==> config.mk <==
export PLATFORM = sky130hd
export DESIGN_NAME = fwdpipe_chain_flat
export DESIGN_NICKNAME = d
export VERILOG_FILES = /design/src/rtl/fwdpipe_chain_if.sv /design/src/rtl/fwdpipe_chain.sv /design/src/flat_wrapper.sv
export SDC_FILE = /design/constraint.sdc
export NUM_CORES = 1
export LEC_CHECK = 0
export BUFFER_PORTS_ARGS = -buffer_cell sky130_fd_sc_hd__buf_2
export CORE_ASPECT_RATIO = 1.2
export CORE_MARGIN = 5
export CORE_UTILIZATION = 49
export CTS_CLUSTER_DIAMETER = 40
export DETAILED_ROUTE_END_ITERATION = 8
export HOLD_SLACK_MARGIN = 0.15
export PLACE_DENSITY = 0.78
export SYNTH_ARGS = -nofsm -noshare
export SYNTH_HDL_FRONTEND = slang
export SYNTH_SLANG_ARGS = --single-unit
==> constraint.sdc <==
create_clock -name clk -period 2.29 [get_ports clk]
set_input_delay 0.458 -clock clk [delete_from_list [all_inputs] [get_ports clk]]
set_output_delay 0.458 -clock clk [all_outputs]
set_load 0.01 [all_outputs]
==> src/rtl/fwdpipe_chain_if.sv <==
// Valid/ready stream with payload; the producer side uses the master modport and
// the consumer side uses the slave modport.
interface fwdpipe_chain_if #(
    parameter int unsigned DWIDTH = 32
);
    logic              valid;
    logic [DWIDTH-1:0] data;
    logic              ready;

    modport master (
        output valid,
        output data,
        input  ready
    );

    modport slave (
        input  valid,
        input  data,
        output ready
    );
endinterface

==> src/rtl/fwdpipe_chain.sv <==
// Forward-registered valid/ready pipeline: valid and data are flopped at every stage,
// while ready ripples back combinationally so empty stages absorb bubbles.
module fwdpipe_chain #(
    parameter int unsigned  DWIDTH = 32,
    parameter int unsigned  DEPTH  = 2,
    localparam int unsigned CWIDTH = $clog2(DEPTH + 1)
) (
    input  logic              clk,
    input  logic              rst_n,
    fwdpipe_chain_if.slave    s_if,
    fwdpipe_chain_if.master   m_if,
    output logic [CWIDTH-1:0] occupancy
);

    if (DEPTH < 1 || DEPTH > 16) begin : g_bad_depth
        $error("fwdpipe_chain: DEPTH must be in the range 1..16");
    end

    logic [DEPTH-1:0]  vld_q, vld_d;
    logic [DWIDTH-1:0] dat_q [DEPTH];
    logic [DWIDTH-1:0] dat_d [DEPTH];
    logic [DEPTH-1:0]  rdy;

    // Entry i of each chain is the input of stage i; entry DEPTH is the output side.
    logic [DEPTH:0]    vld_chain;
    logic [DWIDTH-1:0] dat_chain [DEPTH+1];

    assign vld_chain = {vld_q, s_if.valid};

    always_comb begin
        dat_chain[0] = s_if.data;
        for (int unsigned i = 0; i < DEPTH; i++) begin
            dat_chain[i+1] = dat_q[i];
        end
    end

    // A stage can take a beat if it, or any stage downstream of it, is empty, or the
    // consumer is draining the last stage this cycle.
    always_comb begin
        for (int unsigned i = 0; i < DEPTH; i++) begin
            rdy[i] = m_if.ready | (|(~vld_q >> i));
        end
    end

    always_comb begin
        vld_d = vld_q;
        dat_d = dat_q;
        for (int unsigned i = 0; i < DEPTH; i++) begin
            if (rdy[i]) begin
                vld_d[i] = vld_chain[i];
                if (vld_chain[i]) begin
                    dat_d[i] = dat_chain[i];
                end
            end
        end
    end

    always_ff @(posedge clk or negedge rst_n) begin
        if (!rst_n) begin
            vld_q <= '0;
        end else begin
            vld_q <= vld_d;
        end
    end

    // Payload needs no reset: it is only observed while its valid bit is set.
    always_ff @(posedge clk) begin
        dat_q <= dat_d;
    end

    always_comb begin
        occupancy = '0;
        for (int unsigned i = 0; i < DEPTH; i++) begin
            occupancy = occupancy + CWIDTH'(vld_q[i]);
        end
    end

    assign s_if.ready = rdy[0];
    assign m_if.valid = vld_chain[DEPTH];
    assign m_if.data  = dat_chain[DEPTH];

endmodule

==> src/flat_wrapper.sv <==
// flat-port wrapper written by rule: the top's interface ports become plain ports
module fwdpipe_chain_flat 
#(
    parameter int unsigned  DWIDTH = 32,
    parameter int unsigned  DEPTH  = 2,
    localparam int unsigned CWIDTH = $clog2(DEPTH + 1)
)
  (clk, rst_n, occupancy, s_if_valid, s_if_data, s_if_ready, m_if_valid, m_if_data, m_if_ready);
  fwdpipe_chain_if #(.DWIDTH(DWIDTH)) s_if_i ();
  fwdpipe_chain_if #(.DWIDTH(DWIDTH)) m_if_i ();
  input  logic clk;
  input  logic rst_n;
  output logic [CWIDTH-1:0] occupancy;
  input wire logic [$bits(s_if_i.valid)-1:0] s_if_valid;
  input wire logic [$bits(s_if_i.data)-1:0] s_if_data;
  output wire logic [$bits(s_if_i.ready)-1:0] s_if_ready;
  output wire logic [$bits(m_if_i.valid)-1:0] m_if_valid;
  output wire logic [$bits(m_if_i.data)-1:0] m_if_data;
  input wire logic [$bits(m_if_i.ready)-1:0] m_if_ready;
  assign s_if_i.valid = s_if_valid;
  assign s_if_i.data = s_if_data;
  assign s_if_ready = s_if_i.ready;
  assign m_if_valid = m_if_i.valid;
  assign m_if_data = m_if_i.data;
  assign m_if_i.ready = m_if_ready;
  fwdpipe_chain #(.DWIDTH(DWIDTH), .DEPTH(DEPTH)) u_core (.clk(clk), .rst_n(rst_n), .s_if(s_if_i), .m_if(m_if_i), .occupancy(occupancy));
endmodule
==> run_results.csv <==
group,metric,value,unit
floorplan,core.rowCount,27,
logic_synthesis,yosysWarningCount,0,
logic_synthesis,synth_top_area_cell,"edfxtp_1",
finish,drive_above_1_share,53.7,%
logic_synthesis,synth-seq-cells,66,
clock_network,clock_latency,310,ps
placed_design,place_ws,634,ps
logic_synthesis,yosys.area.top_type_share,84.3,%
clock_network,cts_buffer_depth,2,
setup_path,crit_type,"reg -> reg",
finish,regArea,1970,sq um
sta,tightest_slew,397,ps
logic_synthesis,syn_area_per_cell,21.7,sq um
clock_network,cts_max_level,3,
route,vias,953,
floorplan,die_area,6120,sq um
setup_path,critPathTopFamily,"simple AND/OR/NAND/NOR gates",
logic_synthesis,ys_types,9,
sta,timing.hold.ws,317,ps
placed_design,dp_hpwl,2.41,mm
finish,nets,195,
placed_design,port_buffers,71,
logic_synthesis,ys.flop_type,"edfxtp_1",
route,wirelength,3.24,mm
sta,finalWorstSetupSlack,642,ps
logic_synthesis,synth_most_common_cell,"edfxtp_1",
setup_path,crit_required,2320,ps
logic_synthesis,synthCells,105,
floorplan,die_x,72.3,um
grt,grtUsageTotal,11.4,%
floorplan,die_y,84.7,um
pwr,p_leak,0.00106,uW
floorplan,start_util,50.0,%
placed_design,place_congestion,0.663,
route,avgViaCountPerCell,4.33,
setup_path,critPathLaunchType,"flop",
flow_run,drv_cap,0,
sta,hold_violations,0,
logic_synthesis,synth_area,2280,sq um
finish,syn_to_final_growth,17.5,%
logic_synthesis,synth-async-reset-ratio,3.03,%
clock_network,clkTransAtPathRegs,60,ps
setup_path,slowest_stage,"dfrtp_1",
sta,max-slew-margin-rel,73.5,%
sta,finalClockSkew,3.12,ps
finish,diodes,0,
pwr,powerDensity,923,nW/um^2
pwr,max-vdd-ir-drop,558,uV
floorplan,num_io_pins,72,
route,firstDrtPassIters,4,
setup_path,worstPathCellList,"ha_1, nand2b_4, and2_2, buf_12",
floorplan,core_area,4560,sq um
finish,finalNonFillerCells,220,
run_status,status,"finished, final reports clean",
setup_path,critPathCaptureType,"flop",
clock_network,cts_inserted_buffers,9,
setup_path,worstPathBufferInverterCount,1,
grt,antenna_found_initial,0,
setup_path,arrival,1670,ps
logic_synthesis,syn-num-nets,142,
route,drt_iter0_markers,31,
clock_network,cts_tree,"built",
setup_path,cpPeakStageDelay,400,ps
logic_synthesis,synth.area.top_cells,"edfxtp_1 (84%), buf_4 (11%), dfrtp_1 (2.2%)",
grt,grt_pass1_vias,1050,
placed_design,dp_cells,204,
grt,grt_pass1_wl,4.91,mm
logic_synthesis,ys_top_cells_by_count,"edfxtp_1 (64), buf_4 (32), dfrtp_1 (2), nand2b_1 (2)",
sta,post-route-period-util,72.0,%
clock_network,cts_sinks,66,
clock_network,root_buffer,"clkbuf_8",
sta,finalSetupViolCount,0,
route,wire_per_inst,14.7,um
route,postRouteAntennaNets,0,
grt,grt_remaining_overflow,0,
route,drc,0,
logic_synthesis,yosysSeqAreaShare,86.5,%
logic_synthesis,synth-edff-count,64,
sta,rsz0062_at_grt,"no",
sta,min_period,1650,ps
sta,fin_setup_tns,0,ps
grt,grt_max_degree,33,
setup_path,crit_path_max_fanout,17,
sta,fmax,0.607,GHz
finish,multi_input_area,67.6,sq um
finish,fillers,349,
sta,final_max_slew_viol_count,0,
min_path,min_path_type,"in -> reg",
cells by family after synthesis:
kind of cell	count (synthesis)	share of synthesized area, %
flops	66	86.5
buf+inv	32	10.5
simple gates	5	1.76
mux	1	0.658
fa+ha+maj	1	0.549
area by class of cell:
type                       count  share of cell area (%)
clock buffer                  10                    4.76
sequential                    66                    73.6
clock inverter                 5                    1.73
tap                           58                    2.71
timing repair buffer          74                    14.7
multi-input combinational      7                    2.52
state kept, by name, summed over array words and instances, names as in the netlist:
| signal | count |
|---|---|
| u_core.m_if.data | 32 |
| u_core.vld_q | 2 |
| u_core.dat_chain | 32 |
stage by stage:
step | instance area [sq um] | utilization [%] | total power (uW)
6_report | 2680 | 58.7 | 2470
5_1_grt | 2680 | 58.7 | 2580
4_1_cts | 2680 | 58.7 | 2510
3_5_place_dp | 2490 | 54.7 | 1660
3_3_place_gp | 2490 | 54.7 | 1650
2_1_floorplan | 2280 | - | 1610
per-layer routing:
| layer | part of all wire [%] | wire, um | global-route usage, % | vias to the layer above |
|---|---|---|---|---|
| met5 | 0 | 0 | 0 | - |
| met4 | 2.7 | 89 | 9.74 | 0 |
| met3 | 6.2 | 201 | 3.23 | 6 |
| met2 | 61 | 1960 | 20.0 | 30 |
| met1 | 30 | 986 | 10.3 | 459 |
| li1 | - | - | - | 458 |
worst paths after layout:
kind                                              to            startpoint  cells past startpoint  slack (ps)
worst max-delay path            u_core.dat_chain[48]       u_core.vld_q[1]                      4         640
worst min register to register  u_core.m_if.data[16]  u_core.dat_chain[48]                      0         420
max in group asynchronous            u_core.vld_q[0]                 rst_n                      2        1740
min in group asynchronous            u_core.vld_q[1]                 rst_n                      2         450
worst min-delay path            u_core.dat_chain[52]         s_if_data[20]                      1         320
worst max register to register  u_core.dat_chain[48]       u_core.vld_q[1]                      4         640
layout by cell type, fill, tap and decap left out:
| cell type | instances |
|---|---|
| ha_1 | 1 |
| clkbuf_8 | 9 |
| buf_4 | 1 |
| and2_2 | 1 |
| clkinv_2 | 1 |
| nand2b_1 | 2 |
| nand2b_4 | 1 |
| bufinv_16 | 1 |
| edfxtp_1 | 64 |
| dlygate4sd3_1 | 1 |
| clkinv_1 | 3 |
| buf_2 | 71 |
| buf_12 | 1 |
| mux2_4 | 1 |
| clkbuf_1 | 1 |
| dfrtp_1 | 2 |
| and2_1 | 1 |
power by group:
part	leakage, uW	switching, uW	internal (uW)
clock	0.0000886	358	484
combinational	0.000332	100	73.0
sequential	0.000636	22.6	1430
total	0.00106	481	1990
what timing repair did:
item | CTS | global route
hold endpoints to repair | 2 | 0
setup endpoints to repair | 0 | 0
setup buffers | 0 | 0
hold buffers | 1 | 0
resized for setup | 0 | 0
(Power assumes the default switching activity.)
